[config.mk]
export PLATFORM = sky130hd
export DESIGN_NAME = pipe_hazard_unit
export DESIGN_NICKNAME = d
export VERILOG_FILES = /design/src/rtl/pipe_hazard_unit.sv
export SDC_FILE = /design/constraint.sdc
export NUM_CORES = 1
export LEC_CHECK = 0
export CAP_MARGIN = 10
export CORE_MARGIN = 2
export CORE_UTILIZATION = 47
export CTS_CLUSTER_SIZE = 24
export DETAILED_ROUTE_END_ITERATION = 10
export HOLD_SLACK_MARGIN = 0.12
export PLACE_DENSITY_LB_ADDON = 0.12
export RECOVER_POWER = 25
export REMOVE_ABC_BUFFERS = 1
export SLEW_MARGIN = 5
export SYNTH_ARGS = -nofsm -noshare
export SYNTH_HDL_FRONTEND = slang
export SYNTH_SLANG_ARGS = --single-unit
[constraint.sdc]
create_clock -name clk_i -period 3.8 [get_ports clk_i]
set_clock_uncertainty 0.05 [all_clocks]
set_input_delay 0.57 -clock clk_i [delete_from_list [all_inputs] [get_ports clk_i]]
set_output_delay 0.57 -clock clk_i [all_outputs]
set_load 0.005 [all_outputs]
[src/rtl/pipe_hazard_unit.sv]
`timescale 1ns/1ps
`default_nettype none
// ============================================================================
// Module      : pipe_hazard_unit
// Description : Hazard and forwarding controller for the pipelined MIPS CPU.
//               A STAGES-deep scoreboard mirrors the ID/EX .. MEM/WB pipe
//               registers. From it the unit derives the load-use stall and
//               bubble, the branch flush and the EX operand forwarding selects.
//               Optional macro HAZARD_PERF_CNT_EN adds saturating stall and
//               flush event counters (stall_cnt_o, flush_cnt_o).
// Revision    : 1.0 - initial release
// ============================================================================
module pipe_hazard_unit #(
  parameter int REG_AW   = 5,
  parameter int STAGES   = 3,
  parameter int BR_STAGE = 1,
  parameter int SEL_W    = (STAGES <= 2) ? 1 : $clog2(STAGES)
) (
  input  logic              clk_i,
  input  logic              rst_i,
  input  logic              hold_i,
  input  logic              id_valid_i,
  input  logic [REG_AW-1:0] id_rs_i,
  input  logic [REG_AW-1:0] id_rt_i,
  input  logic              id_use_rs_i,
  input  logic              id_use_rt_i,
  input  logic [REG_AW-1:0] id_rd_i,
  input  logic              id_regwrite_i,
  input  logic              id_memread_i,
  input  logic              branch_taken_i,
  output logic              stall_o,
  output logic              bubble_o,
  output logic              flush_o,
  output logic [SEL_W-1:0]  fwd_a_sel_o,
  output logic [SEL_W-1:0]  fwd_b_sel_o
`ifdef HAZARD_PERF_CNT_EN
  ,
  output logic [31:0]       stall_cnt_o,
  output logic [31:0]       flush_cnt_o
`endif
);

  // One scoreboard entry per tracked post-ID pipe register.
  typedef struct packed {
    logic              valid;
    logic [REG_AW-1:0] rd;
    logic              regwrite;
    logic              memread;
    logic [REG_AW-1:0] rs;
    logic [REG_AW-1:0] rt;
    logic              use_rs;
    logic              use_rt;
  } entry_t;

  entry_t ent [STAGES];
  entry_t id_entry;

  logic rs_hit;
  logic rt_hit;
  logic load_use;
  logic [STAGES-1:0] producer;

  // A load in EX whose destination is read by the instruction in ID.
  assign rs_hit   = id_use_rs_i && (id_rs_i == ent[0].rd);
  assign rt_hit   = id_use_rt_i && (id_rt_i == ent[0].rd);
  assign load_use = id_valid_i && ent[0].valid && ent[0].memread &&
                    ent[0].regwrite && (ent[0].rd != '0) && (rs_hit || rt_hit);

  // A taken branch squashes younger work, so it overrides the load-use stall.
  // bubble_o is forced low while reset is asserted.
  assign flush_o  = branch_taken_i && ent[BR_STAGE].valid;
  assign stall_o  = load_use && !flush_o;
  assign bubble_o = (load_use || flush_o || !id_valid_i) && !hold_i && rst_i;

  // Fields of the instruction leaving ID; a bubble enters as an invalid entry.
  always_comb begin
    id_entry          = '0;
    id_entry.valid    = !bubble_o;
    id_entry.rd       = id_rd_i;
    id_entry.regwrite = id_regwrite_i;
    id_entry.memread  = id_memread_i;
    id_entry.rs       = id_rs_i;
    id_entry.rt       = id_rt_i;
    id_entry.use_rs   = id_use_rs_i;
    id_entry.use_rt   = id_use_rt_i;
  end

  // Scoreboard shift chain; frozen on hold, younger-than-branch entries cleared on flush.
  always_ff @(posedge clk_i or negedge rst_i) begin
    if (!rst_i) begin
      for (int k = 0; k < STAGES; k++) begin
        ent[k] <= '0;
      end
    end else if (!hold_i) begin
      ent[0] <= id_entry;
      for (int k = 1; k < STAGES; k++) begin
        ent[k] <= ent[k-1];
        if (flush_o && (k <= BR_STAGE)) begin
          ent[k].valid <= 1'b0;
        end
      end
    end
  end

  // Entries holding a live, non-zero register result that can be forwarded.
  always_comb begin
    producer = '0;
    for (int k = 1; k < STAGES; k++) begin
      producer[k] = ent[k].valid && ent[k].regwrite && (ent[k].rd != '0);
    end
  end

  // Nearest producer wins: scan oldest to youngest so the smallest k lands last.
  always_comb begin
    fwd_a_sel_o = '0;
    fwd_b_sel_o = '0;
    for (int k = STAGES - 1; k >= 1; k--) begin
      if (producer[k] && (ent[k].rd == ent[0].rs)) begin
        fwd_a_sel_o = SEL_W'(k);
      end
      if (producer[k] && (ent[k].rd == ent[0].rt)) begin
        fwd_b_sel_o = SEL_W'(k);
      end
    end
    if (!(ent[0].valid && ent[0].use_rs)) begin
      fwd_a_sel_o = '0;
    end
    if (!(ent[0].valid && ent[0].use_rt)) begin
      fwd_b_sel_o = '0;
    end
  end

`ifdef HAZARD_PERF_CNT_EN
  // Saturating event counters, advanced only on edges where the chain moves.
  always_ff @(posedge clk_i or negedge rst_i) begin
    if (!rst_i) begin
      stall_cnt_o <= '0;
      flush_cnt_o <= '0;
    end else if (!hold_i) begin
      if (stall_o && (stall_cnt_o != 32'hFFFF_FFFF)) begin
        stall_cnt_o <= stall_cnt_o + 32'd1;
      end
      if (flush_o && (flush_cnt_o != 32'hFFFF_FFFF)) begin
        flush_cnt_o <= flush_cnt_o + 32'd1;
      end
    end
  end
`else
  // Event counters are not built in this configuration.
`endif

endmodule
`default_nettype wire
* Yosys cells after proc, flatten, opt, wreduce, memory -nomap -nowiden *
Cells that the tools add are included.

storage, ports and cells
  register bits = 34
  latch bits = 0
  memory bits (writable) = 0
  ROM bits = 0
  bits of input ports = 24
  output and inout bits = 7
  logic and storage cells = 58
  memories = 0

cells by class
  add/subtract/negate cells = 0
  multiply operators = 0
  divide/modulo/power cells = 0
  $lt $le $gt $ge = 0
  eq/ne operators = 6
  shift-type cells = 0
  multiplexer cells = 7
  bitwise logic cells = 0
  reduce and logical (&&, ||, !) cells = 31

operators by type and width
  operator             number
  $eq A5 B5 Y1         6
  $logic_and A1 B1 Y1  21
  $reduce_bool A5 Y1   3
  $mux W2              6
  $logic_not A1 Y1     4
  $logic_or A1 B1 Y1   3
  $mux W1              1

* Depth between registers and ports, before layout *
Gate-level depths: netlist (run 1).

  word-level depth = 10
  mapped depth = 4
  depth with buffers taken out = 4

* Least setup slack after synthesis (run 1) *
OpenSTA, ideal clock, no wires.

  path kind = reg-to-output
  start point = reg ent[37] in the netlist's numbering
  end point = out fwd_a_sel_o[1]
  arrival = 1388 ps
  required time = 3180 ps
  slack = 1792 ps
  stages on the path, launching flop included = 5
  path buffers = 0
  cells stage by stage = dfrtp_1 -> or4_1 -> o211ai_2 -> nor4_1 -> nor3_1

on the way
  cells in the longest elaborated chain, start to end = 5
  elaborated cells between the ends (all ways) = 6
  those cells by class = 1 x eq/ne; 2 x mux; 3 x reduce/logical

ends and longest elaborated chain
  what                             line  source
  start, declared                  55    entry_t ent [STAGES];
  start signal, assigned by index  97    ent[k] <= ent[k-1];
  $reduce_bool A5 Y1               109   producer[k] = ent[k].valid && ent[k].regwrite && (ent[k].rd != '0);
  $logic_and A1 B1 Y1              109
  $logic_and A1 B1 Y1 *            118   if (producer[k] && (ent[k].rd == ent[0].rs)) begin
  $mux W2 *                        118
  $mux W2 *                        125   if (!(ent[0].valid && ent[0].use_rs)) begin
  end, declared                    34    output logic [SEL_W-1:0] fwd_a_sel_o,

Mark *: on every way between the ends. The rest lies on a longest branch, timed or not.

* Final worst setup path (run 1) *
  start point = in id_rs_i[4]
  end point = out bubble_o

on the way
  cells in the longest elaborated chain, start to end = 8

ends and longest elaborated chain
  what                               line  source
  start, declared                    23    input logic [REG_AW-1:0] id_rs_i,
  $eq A5 B5 Y1                       64    assign rs_hit = id_use_rs_i && (id_rs_i == ent[0].rd);
  $logic_and A1 B1 Y1                64
  $logic_or A1 B1 Y1                 67    ent[0].regwrite && (ent[0].rd != '0) && (rs_hit || rt_hit);
  $logic_and A1 B1 Y1                67
  $logic_or A1 B1 Y1 (2 in series)   73    assign bubble_o = (load_use || flush_o || !id_valid_i) && !hold_i && rst_i;
  $logic_and A1 B1 Y1 (2 in series)  73
  end, declared                      32    output logic bubble_o,

Every way passes these cells.

==> reports/qor.log, run 1 <==
[timing] slew at the pin with the worst max-slew slack 1674 ps
[synth] post-synthesis cell type count 24
[timing] tightest hold margin 474.4 ps
[floorplan] core area 3416 µm²
[final_layout] number of diodes 0
[timing] relative max-transition margin -11.61%
[floorplan] width of the die 64.42 µm
[clock_tree] number of clock buffers inserted by TritonCTS 5
[timing] Period Utilization, post-route 80.98%
[floorplan] Vert. Die Dim 64.42 µm
[placement] final weighted congestion in routability-driven placement 0.9781
[global_route] initial antenna violation count 0
[final_layout] share of final-layout standard cells stronger than drive strength 1 23.84%
[timing] Setup-failing EPs final 0
[clock_tree] CTS clock-pin slew for the worst setup and hold paths 90 ps
[synth] post-synthesis sequential area ratio 49.60%
[detailed_routing] met3 WL 186 µm
[detailed_routing] Starting DRT DRC Count 34
[synth] syn_area_per_cell 12.52 µm²
[floorplan] die area 4149 µm²
[timing] RSZ-0062 raised after global routing false
[detailed_routing] Post-Route WL 3.486 mm
[detailed_routing] highest routed metal layer met4
[detailed_routing] DRC violations left 0
[clock_tree] cell chosen for the clock root sky130_fd_sc_hd__clkbuf_4
[final_layout] final net count 196
[global_route] maximum number of pins on one net before global-route repair 34
[placement] final HPWL from detailed placement 2.694 mm
[clock_tree] Clk Latency, worst-skew pair 330 ps
[synth] Cells after Synth 137
[detailed_routing] count of antenna-violating nets left after detailed routing 0
[job] maximum capacitance violations 1
[detailed_routing] met2 routed WL 1.638 mm
[synth] Yosys Warn Count 0
[floorplan] row count 21
[global_route] total overflow reported by the global router 0
[clock_tree] CTS tree yes
[power_and_ir_drop] Max VDD drop 0.2706 mV
[timing] min cycle time layout 3077 ps
[final_layout] commonest cells after routing, fill and taps aside sky130_fd_sc_hd__dfrtp_1 (34), sky130_fd_sc_hd__mux2_2 (32), sky130_fd_sc_hd__clkdlybuf4s50_1 (29)
[worst_setup_path] critical path class in -> out
[clock_tree] maximum clock insertion buffer count 2
[clock_tree] PostCTS Resize Cnt 0
[final_layout] Regs by FF count ent: 34 flops
[final_layout] register containing the most flip-flops in the final layout ent
[power_and_ir_drop] leakage 0.8426 nW
[clock_tree] setup fix buffers added after clock tree synthesis 0
[hold_path] worst hold path class reg -> reg
[final_layout] signed area change from the synthesized netlist to the final layout 23.05%
[detailed_routing] M1 WL 1.585 mm
[detailed_routing] via count normalized by instance count 5.528
[placement] count of buffers inserted at the top-level ports 30
[timing] sum of negative setup slack 0 ps
[worst_setup_path] kind of launch point of the worst setup path primary input
[run_status] violations in the final reports capacitance limit, slew limit
[detailed_routing] TritonRoute pass-1 iters 4
[power_and_ir_drop] Power Dens Cells 390.1 nW/µm²
[final_layout] flip-flop count of the largest register after layout 34
[timing] maximum frequency from static timing analysis 0.3250 GHz
[clock_tree] number of buffers added to fix hold violations after cts 0
[worst_setup_path] element type at the critical path end output port
[global_route] vias in the first global route 1238
[detailed_routing] routed vias 1205
[worst_setup_path] register-to-register setup slack 2240 ps
[detailed_routing] wire length per cell 15.99 µm
[run_status] status complete, but fails checks
[synth] flip-flop and latch count after synthesis 34
[timing] final slew viol count 33
[timing] hold violation total from the final report 0
[floorplan] effective utilization at floorplan 50.22%
[clock_tree] level count of the clock H-tree 2
[worst_setup_path] Critical Path Fanout Max 3
[synth] total standard cell area after synthesis 1715 µm²
[worst_setup_path] Critical Path RT 3180 ps
[global_route] overall global routing resource usage 19.06%
[worst_setup_path] arrival time of the worst setup path 2460 ps
[floorplan] number of top-level design ports 31
[final_layout] most common library cell in the layout ignoring fill and taps sky130_fd_sc_hd__dfrtp_1
[global_route] global-route wire length before repair 5.906 mm
[clock_tree] number of clock sinks 34
==> logic make-up after synthesis <==
group,after synthesis,share of synthesized area [%]
AO/OA/AOI/OAI,7,3.136
XOR/XNOR,30,15.32
buffers and inverters,5,1.312
flip-flops,34,49.60
multiplexers,32,21.01
AND/OR/NAND/NOR,29,9.628
==> synth_stat cells (all sizes together) <==
cell type  number  area, µm²
o211ai          2      20.02
o211a           1      10.01
nand4           3      18.77
xnor2          10      87.58
nand3b          2      15.01
nor2            2      7.510
xor2           20      175.2
nor3            3      15.01
inv             1      3.750
buf             4      18.76
and2            1      6.260
and3            2      15.01
nor4            6      37.54
nand2b          1      6.260
mux2           32      360.4
nand3           2      10.01
dfrtp          34      850.8
a21oi           1      5.000
or4             2      15.01
nand2           5      18.77
o21ai           2      10.01
a32oi           1      8.760
==> power by group <==
group / switching (mW) / internal (mW) / leakage (nW)
Combinational: 0.0659 / 0.108 / 0.420
Clock: 0.109 / 0.0697 / 0.0254
Sequential: 0.0623 / 0.409 / 0.397
Total: 0.237 / 0.586 / 0.843
==> final cells by class <==
class / count / area, µm²
clock buffer: 7 / 45.04
multi-input combinational: 98 / 842.1
fill: 301 / 1305
inverter: 1 / 3.754
sequential: 34 / 850.8
tap: 46 / 57.56
timing repair buffer: 32 / 311.5
==> worst paths after layout <==
kind | end | from | depth (start not counted)
min in group asynchronous | ent[59]$_DFFE_PN0N_ | rst_i | 1
hold / removal | ent[13]$_DFFE_PN0N_ | ent[13]$_DFFE_PN0N_ | 1
setup reg to reg | ent[59]$_DFFE_PN0N_ | ent[58]$_DFFE_PN0N_ | 4
hold reg to reg | ent[13]$_DFFE_PN0N_ | ent[13]$_DFFE_PN0N_ | 1
max in group asynchronous | ent[33]$_DFFE_PN0N_ | rst_i | 2
setup / recovery | bubble_o | id_rs_i[4] | 6
==> routing by layer <==
layer / global-route usage, % / vias to the layer above
met5: 0 / -
met4: 7.181 / 0
met2: 30.86 / 32
met3: 5.729 / 9
li1: - / 562
met1: 24.17 / 602
==> critical path: stages <==
cell,delay (ps)
sky130_fd_sc_hd__clkdlybuf4s50_1,450
sky130_fd_sc_hd__xor2_1,160
sky130_fd_sc_hd__nor4_1,350
sky130_fd_sc_hd__a32oi_1,140
sky130_fd_sc_hd__o21ai_0,250
sky130_fd_sc_hd__clkdlybuf4s50_1,540
==> metrics by stage <==
stage                     utilization [%]  worst slack, ps  cells  instance area (µm²)  power [mW]
after floorplan                         -             1792    133                 1697      0.5723
after global placement              60.59            794.4    211                 2069      0.6467
after detailed placement            60.59            729.4    211                 2069      0.6542
after CTS                           61.90            714.8    218                 2115      0.8354
after global routing                61.79            635.1    218                 2111      0.8781
final                               61.79            722.7    218                 2111      0.8233
(Power assumes the default switching activity.)
==> inputs of run 2 (changes only) <==
Clock period 3.8 ns to 2.5 ns, I/O delays scaled along.
==> reports/qor.log, run 2 (synthesized netlist as in run 1, its figures left out) <==
[timing] maximum frequency from static timing analysis 0.4063 GHz
[power_and_ir_drop] Switch Pwr 0.4028 mW [+70%]
[timing] final slew viol count 0 [-100%]
[timing] Setup-failing EPs final 0 [unchanged]
[final_layout] signed area change from the synthesized netlist to the final layout 29.69%
[placement] placed inst area 2092 µm² [+1.1%]
[job] maximum capacitance violations 0 [-1]
[final_layout] register containing the most flip-flops in the final layout ent
[final_layout] total of fill cells in the finished design 287 [-4.7%]
[worst_setup_path] crit path cell chain or4_4, o211ai_4, nor4_2, and3_2, dlygate4sd2_1
[worst_setup_path] Critical Path RT 2080 ps [-1100 ps]
[clock_tree] level count of the clock H-tree 2 [unchanged]
[timing] RSZ-0062 raised after global routing true
[final_layout] Regs by FF count ent: 34 flops
[power_and_ir_drop] share of total power in the clock network 24.0% [+2.3 points]
[clock_tree] CTS clock-pin slew for the worst setup and hold paths 100 ps [about the same]
[final_layout] number of diodes 0 [unchanged]
[detailed_routing] TritonRoute pass-1 iters 4 [unchanged]
[detailed_routing] Starting DRT DRC Count 50 [+47%]
[final_layout] most common library cell in the layout ignoring fill and taps sky130_fd_sc_hd__mux2_2
[placement] number of cells after detailed placement 214 [+1.4%]
[worst_setup_path] cell family with most CP delay simple AND/OR/NAND/NOR gates
[global_route] global-route wire length before repair 6.092 mm [+3.1%]
[placement] pre-CTS worst setup slack -137.4 ps [-866.8 ps]
[run_status] status completed
[worst_setup_path] Slowest Stage Delay on Critical Path 570 ps [+30 ps]
[global_route] initial antenna violation count 0 [unchanged]
[timing] hold violation total from the final report 0 [unchanged]
[timing] slew at the pin with the worst max-slew slack 803.9 ps [-870.2 ps]
[power_and_ir_drop] leakage 0.9219 nW [+9.4%]
[floorplan] width of the die 64.42 µm [unchanged]
[power_and_ir_drop] total power 1.348 mW [+64%]
[worst_setup_path] beginning of the worst register-to-register path ent[54]$_DFFE_PN0N_
[detailed_routing] routed vias 1244 [+3.2%]
[final_layout] post-route cell area 2225 µm² [+5.4%]
[detailed_routing] wire length per cell 16.24 µm [+1.6%]
[clock_tree] CTS tree yes
[worst_setup_path] critical path class reg -> out
[final_layout] commonest cells after routing, fill and taps aside sky130_fd_sc_hd__mux2_2 (32), sky130_fd_sc_hd__dfrtp_1 (31), sky130_fd_sc_hd__clkdlybuf4s50_1 (23)
[timing] final setup slack of the worst path 38.67 ps [-684.0 ps]
[global_route] overall global routing resource usage 19.92% [+0.86 points]
[detailed_routing] Post-Route WL 3.687 mm [+5.8%]
[power_and_ir_drop] power share of the combinational group 23.2% [+2.1 points]
[timing] sum of negative setup slack 0 ps [unchanged]
[final_layout] share of final-layout standard cells stronger than drive strength 1 34.81% [+11 points]
[power_and_ir_drop] Max VDD drop 0.4328 mV [+60%]
[timing] relative max-transition margin 46.40% [+58 points]
[worst_setup_path] cell with the largest stage delay on the worst path sky130_fd_sc_hd__or4_4
[timing] min cycle time layout 2461 ps
[worst_setup_path] kind of launch point of the worst setup path flip-flop
[worst_setup_path] arrival time of the worst setup path 2040 ps [-420 ps]
[clock_tree] Clk Latency, worst-skew pair 350 ps [+20 ps]
[floorplan] Vert. Die Dim 64.42 µm [unchanged]
[worst_setup_path] depth of the most critical reg-to-reg path 6 [+2]
[clock_tree] number of clock sinks 34 [unchanged]
[worst_setup_path] critical register-to-register path endpoint ent[59]$_DFFE_PN0N_
[power_and_ir_drop] cell internal pwr 0.9449 mW [+61%]
[final_layout] flip-flop count of the largest register after layout 34 [unchanged]
[global_route] vias in the first global route 1276 [+3.1%]
[final_layout] final std cells w/o fill 227 [+4.1%]
[floorplan] row count 21 [unchanged]
[floorplan] die area 4149 µm² [unchanged]
[final_layout] final net count 204 [+4.1%]
[worst_setup_path] Buffers & Inverters on Critical Path 1 [-1]
[floorplan] number of top-level design ports 31 [unchanged]
[power_and_ir_drop] portion of total power attributed to sequential cells 52.8% [-4.4 points]
[detailed_routing] via count normalized by instance count 5.480 [-0.86%]
[clock_tree] number of clock buffers inserted by TritonCTS 5 [unchanged]
[placement] final HPWL from detailed placement 2.716 mm [+0.83%]
[clock_tree] number of buffers added to fix hold violations after cts 0 [unchanged]
[floorplan] core area 3416 µm² [unchanged]
[power_and_ir_drop] fraction of power spent switching nets 29.89% [+1.1 points]
[floorplan] effective utilization at floorplan 50.22% [unchanged]
[timing] tightest hold margin 257.6 ps [-216.8 ps]
[power_and_ir_drop] Power Dens Cells 605.8 nW/µm² [+55%]
[worst_setup_path] register-to-register setup slack 770 ps [-1470 ps]
[timing] Period Utilization, post-route 98.45%
[detailed_routing] count of antenna-violating nets left after detailed routing 0 [unchanged]
[placement] final weighted congestion in routability-driven placement 0.9769 [-0.12%]
[worst_setup_path] element type at the critical path end output port
[clock_tree] maximum clock insertion buffer count 2 [unchanged]
[global_route] maximum number of pins on one net before global-route repair 34 [unchanged]
[final_layout] Final Core Density 65.13% [+3.3 points]
[hold_path] worst hold path class in -> async
[detailed_routing] DRC violations left 0 [unchanged]
[placement] count of buffers inserted at the top-level ports 30 [unchanged]
[clock_tree] cell chosen for the clock root sky130_fd_sc_hd__clkbuf_4
[global_route] total overflow reported by the global router 0 [unchanged]
[worst_setup_path] Critical Path Fanout Max 2 [-1]
[run 2: how the worst max path moves through the flow]
stage,start,to,slack [ps],depth (start not counted)
floorplan,ent[37]$_DFFE_PN0N_,fwd_a_sel_o[1],690,4
global placement,id_rs_i[4],bubble_o,-130,6
detailed placement,id_rs_i[4],bubble_o,-140,6
CTS,ent[34]$_DFFE_PN0N_,fwd_b_sel_o[1],10,6
global route,ent[38]$_DFFE_PN0N_,fwd_b_sel_o[1],-60,6
finish,ent[38]$_DFFE_PN0N_,fwd_a_sel_o[0],40,5
[run 2: layout make-up]
type | instances | area [µm²] | area share (%)
Timing Repair Buffer | 40 | 361.6 | 16.25
Multi-Input combinational cell | 98 | 887.1 | 39.88
Clock buffer | 7 | 55.05 | 2.475
Inverter | 1 | 3.754 | 0.1687
Tap cell | 46 | 57.56 | 2.587
Sequential cell | 34 | 854.6 | 38.41
Clock inverter | 1 | 5.005 | 0.2250
[run 2: worst register-to-register path, delay by kind of cell (launching register included)]
| family | cells | cell delay (ps) |
|---|---|---|
| AO/OA/AOI/OAI | 2 | 380 |
| XOR/XNOR | 1 | 170 |
| AND/OR/NAND/NOR | 1 | 290 |
| buffers and inverters | 2 | 290 |
| flip-flops | 1 | 450 |
[run 2: power groups by stage]
stage                     logic (mW)  clock network (mW)  registers, mW
after floorplan                0.172                   0          0.698
after global placement         0.278                   0          0.716
after detailed placement       0.286                   0          0.719
after CTS                      0.309               0.329          0.707
after global routing           0.341               0.349          0.722
final                          0.313               0.324          0.711
[run 2: metal layers]
| metal | vias to the layer above | wire [µm] | GRT usage [%] |
|---|---|---|---|
| met5 | - | 0 | 0 |
| met4 | 0 | 74 | 8.511 |
| met2 | 26 | 1849 | 32.55 |
| li1 | 578 | - | - |
| met3 | 9 | 124 | 4.340 |
| met1 | 631 | 1639 | 25.63 |
[run 2: what timing repair did]
action / 4_1_cts / 5_1_grt
setup buffers: 5 / 0
resized for setup: 19 / 5
setup endpoints to repair: 6 / 5
pin swaps: 10 / 4
==> inputs of run 3 (changes only) <==
Settings changed: ABC_AREA from default to 0.
==> results of run 3 <==
No change in the layout: final DEF, timing and power equal those of run 2.
==> patch, RTL diff (flow settings as in run 3) <==
Set the parameter `REG_AW` to 6 (it was 5).
--- a/src/rtl/pipe_hazard_unit.sv
+++ b/src/rtl/pipe_hazard_unit.sv
@@ -11,7 +11,7 @@
 // Revision    : 1.0 - initial release
 // ============================================================================
 module pipe_hazard_unit #(
-  parameter int REG_AW   = 5,
+  parameter int REG_AW   = 6,
   parameter int STAGES   = 3,
   parameter int BR_STAGE = 1,
   parameter int SEL_W    = (STAGES <= 2) ? 1 : $clog2(STAGES)
Ports: changed (resized id_rd_i, id_rs_i and id_rt_i); port bits go from 31 to 34. No check against the original RTL was run, so the function may have changed too.
==> patch against run 3 <==
- design area up 15%
- non-clock buffer count is 7 higher
- power increased by 22%
- synthesized area up 15%
- combinational power is 19% higher
- setup slack gained 33 ps
- final cell count rose by 14%
- via count rose by 13%
- sequential cell count rose by 5
- routed wire length grew 18%
- critical endpoint is now bubble_o
- largest power group unchanged
- highest routed layer unchanged
==> patch: results (changes against run 3) <==
| Metric | Value |
|---|---|
| HP Class | reg -> reg (was in -> async) |
| Largest registers | ent x39 (was ent x34) |
| RR Endpoint | ent[68]$_DFFE_PN0N_ (was ent[59]$_DFFE_PN0N_) |
| CP Max Fanout | 2 (unchanged) |
| Met2 WL post-DR | 2.166 mm (was 1.849 mm) |
| Via density | 5.442 (was 5.480) |
| Arr. time, crit path | 2000 ps (was 2040 ps) |
| Routing usage on met3 | 0.05519 (was 0.04340) |
| Largest net degree at the start of global routing | 41 (was 34) |
| Skew-Pair Late Insertion Delay | 290 ps (was 350 ps) |
| Met1 wire length | 1.871 mm (was 1.639 mm) |
| Yosys cell types | 23 (was 24) |
| Clock-pin slew on the worst setup and hold paths | 70 ps (was 100 ps) |
| Top cells by area, synth | dfrtp_1, mux2_2, xor2_1, xnor2_1, nor4_1 (unchanged) |
| Number of global-route vias before repair | 1453 (was 1276) |
| H-Tree Depth | 2 (unchanged) |
| Root Driver | clkbuf_8 (was clkbuf_4) |
| Dpl ws | -195.2 ps (was -137.4 ps) |
| Post-synthesis cell count | 157 (was 137) |
| DR WL/cell | 16.88 µm (was 16.24 µm) |
| Placed Area | 2395 µm² (was 2092 µm²) |
| Layout Nets | 234 (was 204) |
| Post-synth EDFFs | 0 (unchanged) |
| Leak | 1.070 nW (was 0.9219 nW) |
| Status | finished clean (unchanged) |
| Worst min-delay path startpoint | ent[60]$_DFFE_PN0N_ |
| WL met3 | 229 µm (was 124 µm) |
| Yosys warns | 0 (unchanged) |
| 1st-iter DRT viols | 35 (was 50) |
| R2R depth | 4 (was 6) |
| GRT met1 Usage | 0.2667 (was 0.2563) |
| Layout cells sized above 1 | 0.3173 (was 0.3481) |
| Clk. pwr | 0.461 mW (was 0.324 mW) |
| Drt total wl | 4.355 mm (was 3.687 mm) |
| Global-route usage over all layers | 0.2086 (was 0.1992) |
| Switching share of total power | 0.2781 (was 0.2989) |
| DP Cell Count | 244 (was 214) |
| Ys async rst share | 1.000 (unchanged) |
| DP Wirelength | 3.213 mm (was 2.716 mm) |
| ANT cells | 0 (unchanged) |
| Reg2reg setup slack | 1020 ps (was 770 ps) |
| Uppermost layer routed | met4 (unchanged) |
| Crit Reg-Reg Startpoint | ent[63]$_DFFE_PN0N_ (was ent[54]$_DFFE_PN0N_) |
| WHS Path Cells | 1 |
| Initial antenna violation count | 0 (unchanged) |
| Max Root-Sink Buffers | 2 (unchanged) |
| Seq/Total Area, Yosys | 0.4962 (was 0.4960) |
| CTS Buf Count | 5 (unchanged) |
| Worst Hold End | ent[60]$_DFFE_PN0N_ |
| Global-route wire length before repair | 6.989 mm (was 6.092 mm) |
| VDD IR max | 0.3625 mV (was 0.4328 mV) |
| Synth top cells by count | dfrtp_1, mux2_2, xor2_1 (unchanged) |
| Routing usage on met2 | 0.3425 (was 0.3255) |
| Placer Congestion | 0.8730 (was 0.9769) |
| First-pass DRT Iterations | 4 (unchanged) |
| Rel. slew slack | 0.3400 (was 0.4640) |
| Port Buffer Count | 33 (was 30) |
| Logic power comb | 0.374 mW (was 0.313 mW) |
==> patch: cell count changes in the layout (fill, tap and decap cells not counted), sizes merged, moves of 3 or more <==
cell,change
mux2,+5
clkbuf,+3
dfrtp,+5
xnor2,+6
==> patch: worst max path at each step <==
stage,cells past startpoint,to,slack (ps),startpoint
finish,7,bubble_o,70,id_rt_i[0]
detailed placement,6,bubble_o,-200,id_rt_i[3]
floorplan,4,fwd_a_sel_o[1],620,ent[41]$_DFFE_PN0N_
CTS,7,bubble_o,7,id_rt_i[3]
global placement,6,bubble_o,-140,id_rt_i[0]
global route,5,fwd_a_sel_o[1],7,ent[41]$_DFFE_PN0N_
==> patch: what timing repair did <==
item / CTS / global route
setup endpoints to repair: 6 / 3
buffers inserted: 3 / 2
pin swaps: 3 / 5
endpoints found under the hold margin: 39 / 0
resized for setup: 10 / 6
hold buffers: 1 / 0
==> patch: kinds of logic (layout without fill, tap and decap cells) <==
family          after synthesis  after routing  share of synthesized area
mux                          37             37                     0.2118
flops                        39             39                     0.4962
xor+xnor                     36             36                     0.1603
simple gates                 29             29                    0.08015
compound gates               10             10                    0.04008
buf+inv                       6             57                    0.01145
==> patch: worst max-delay path, cell delays in order <==
cell             delay (ps)
clkdlybuf4s50_1         510
xnor2_1                 130
nand4_1                 180
o22a_1                  270
buf_4                   140
o31ai_2                 250
clkbuf_2                150
==> patch: per-stage QoR <==
stage	hold slack [ps]	power, mW
after global placement	420.0	1.148
after floorplan	29.41	1.003
final	469.0	1.649
after global routing	495.0	1.732
after detailed placement	425.3	1.165
after CTS	465.7	1.642
==> patch: layout make-up <==
type / instances / area (µm²)
tap: 50 / 62.56
timing repair buffer: 47 / 414.1
fill: 328 / 1440
sequential: 39 / 977.2
multi-input combinational: 112 / 998.5
clock buffer: 8 / 100.1
inverter: 2 / 7.507
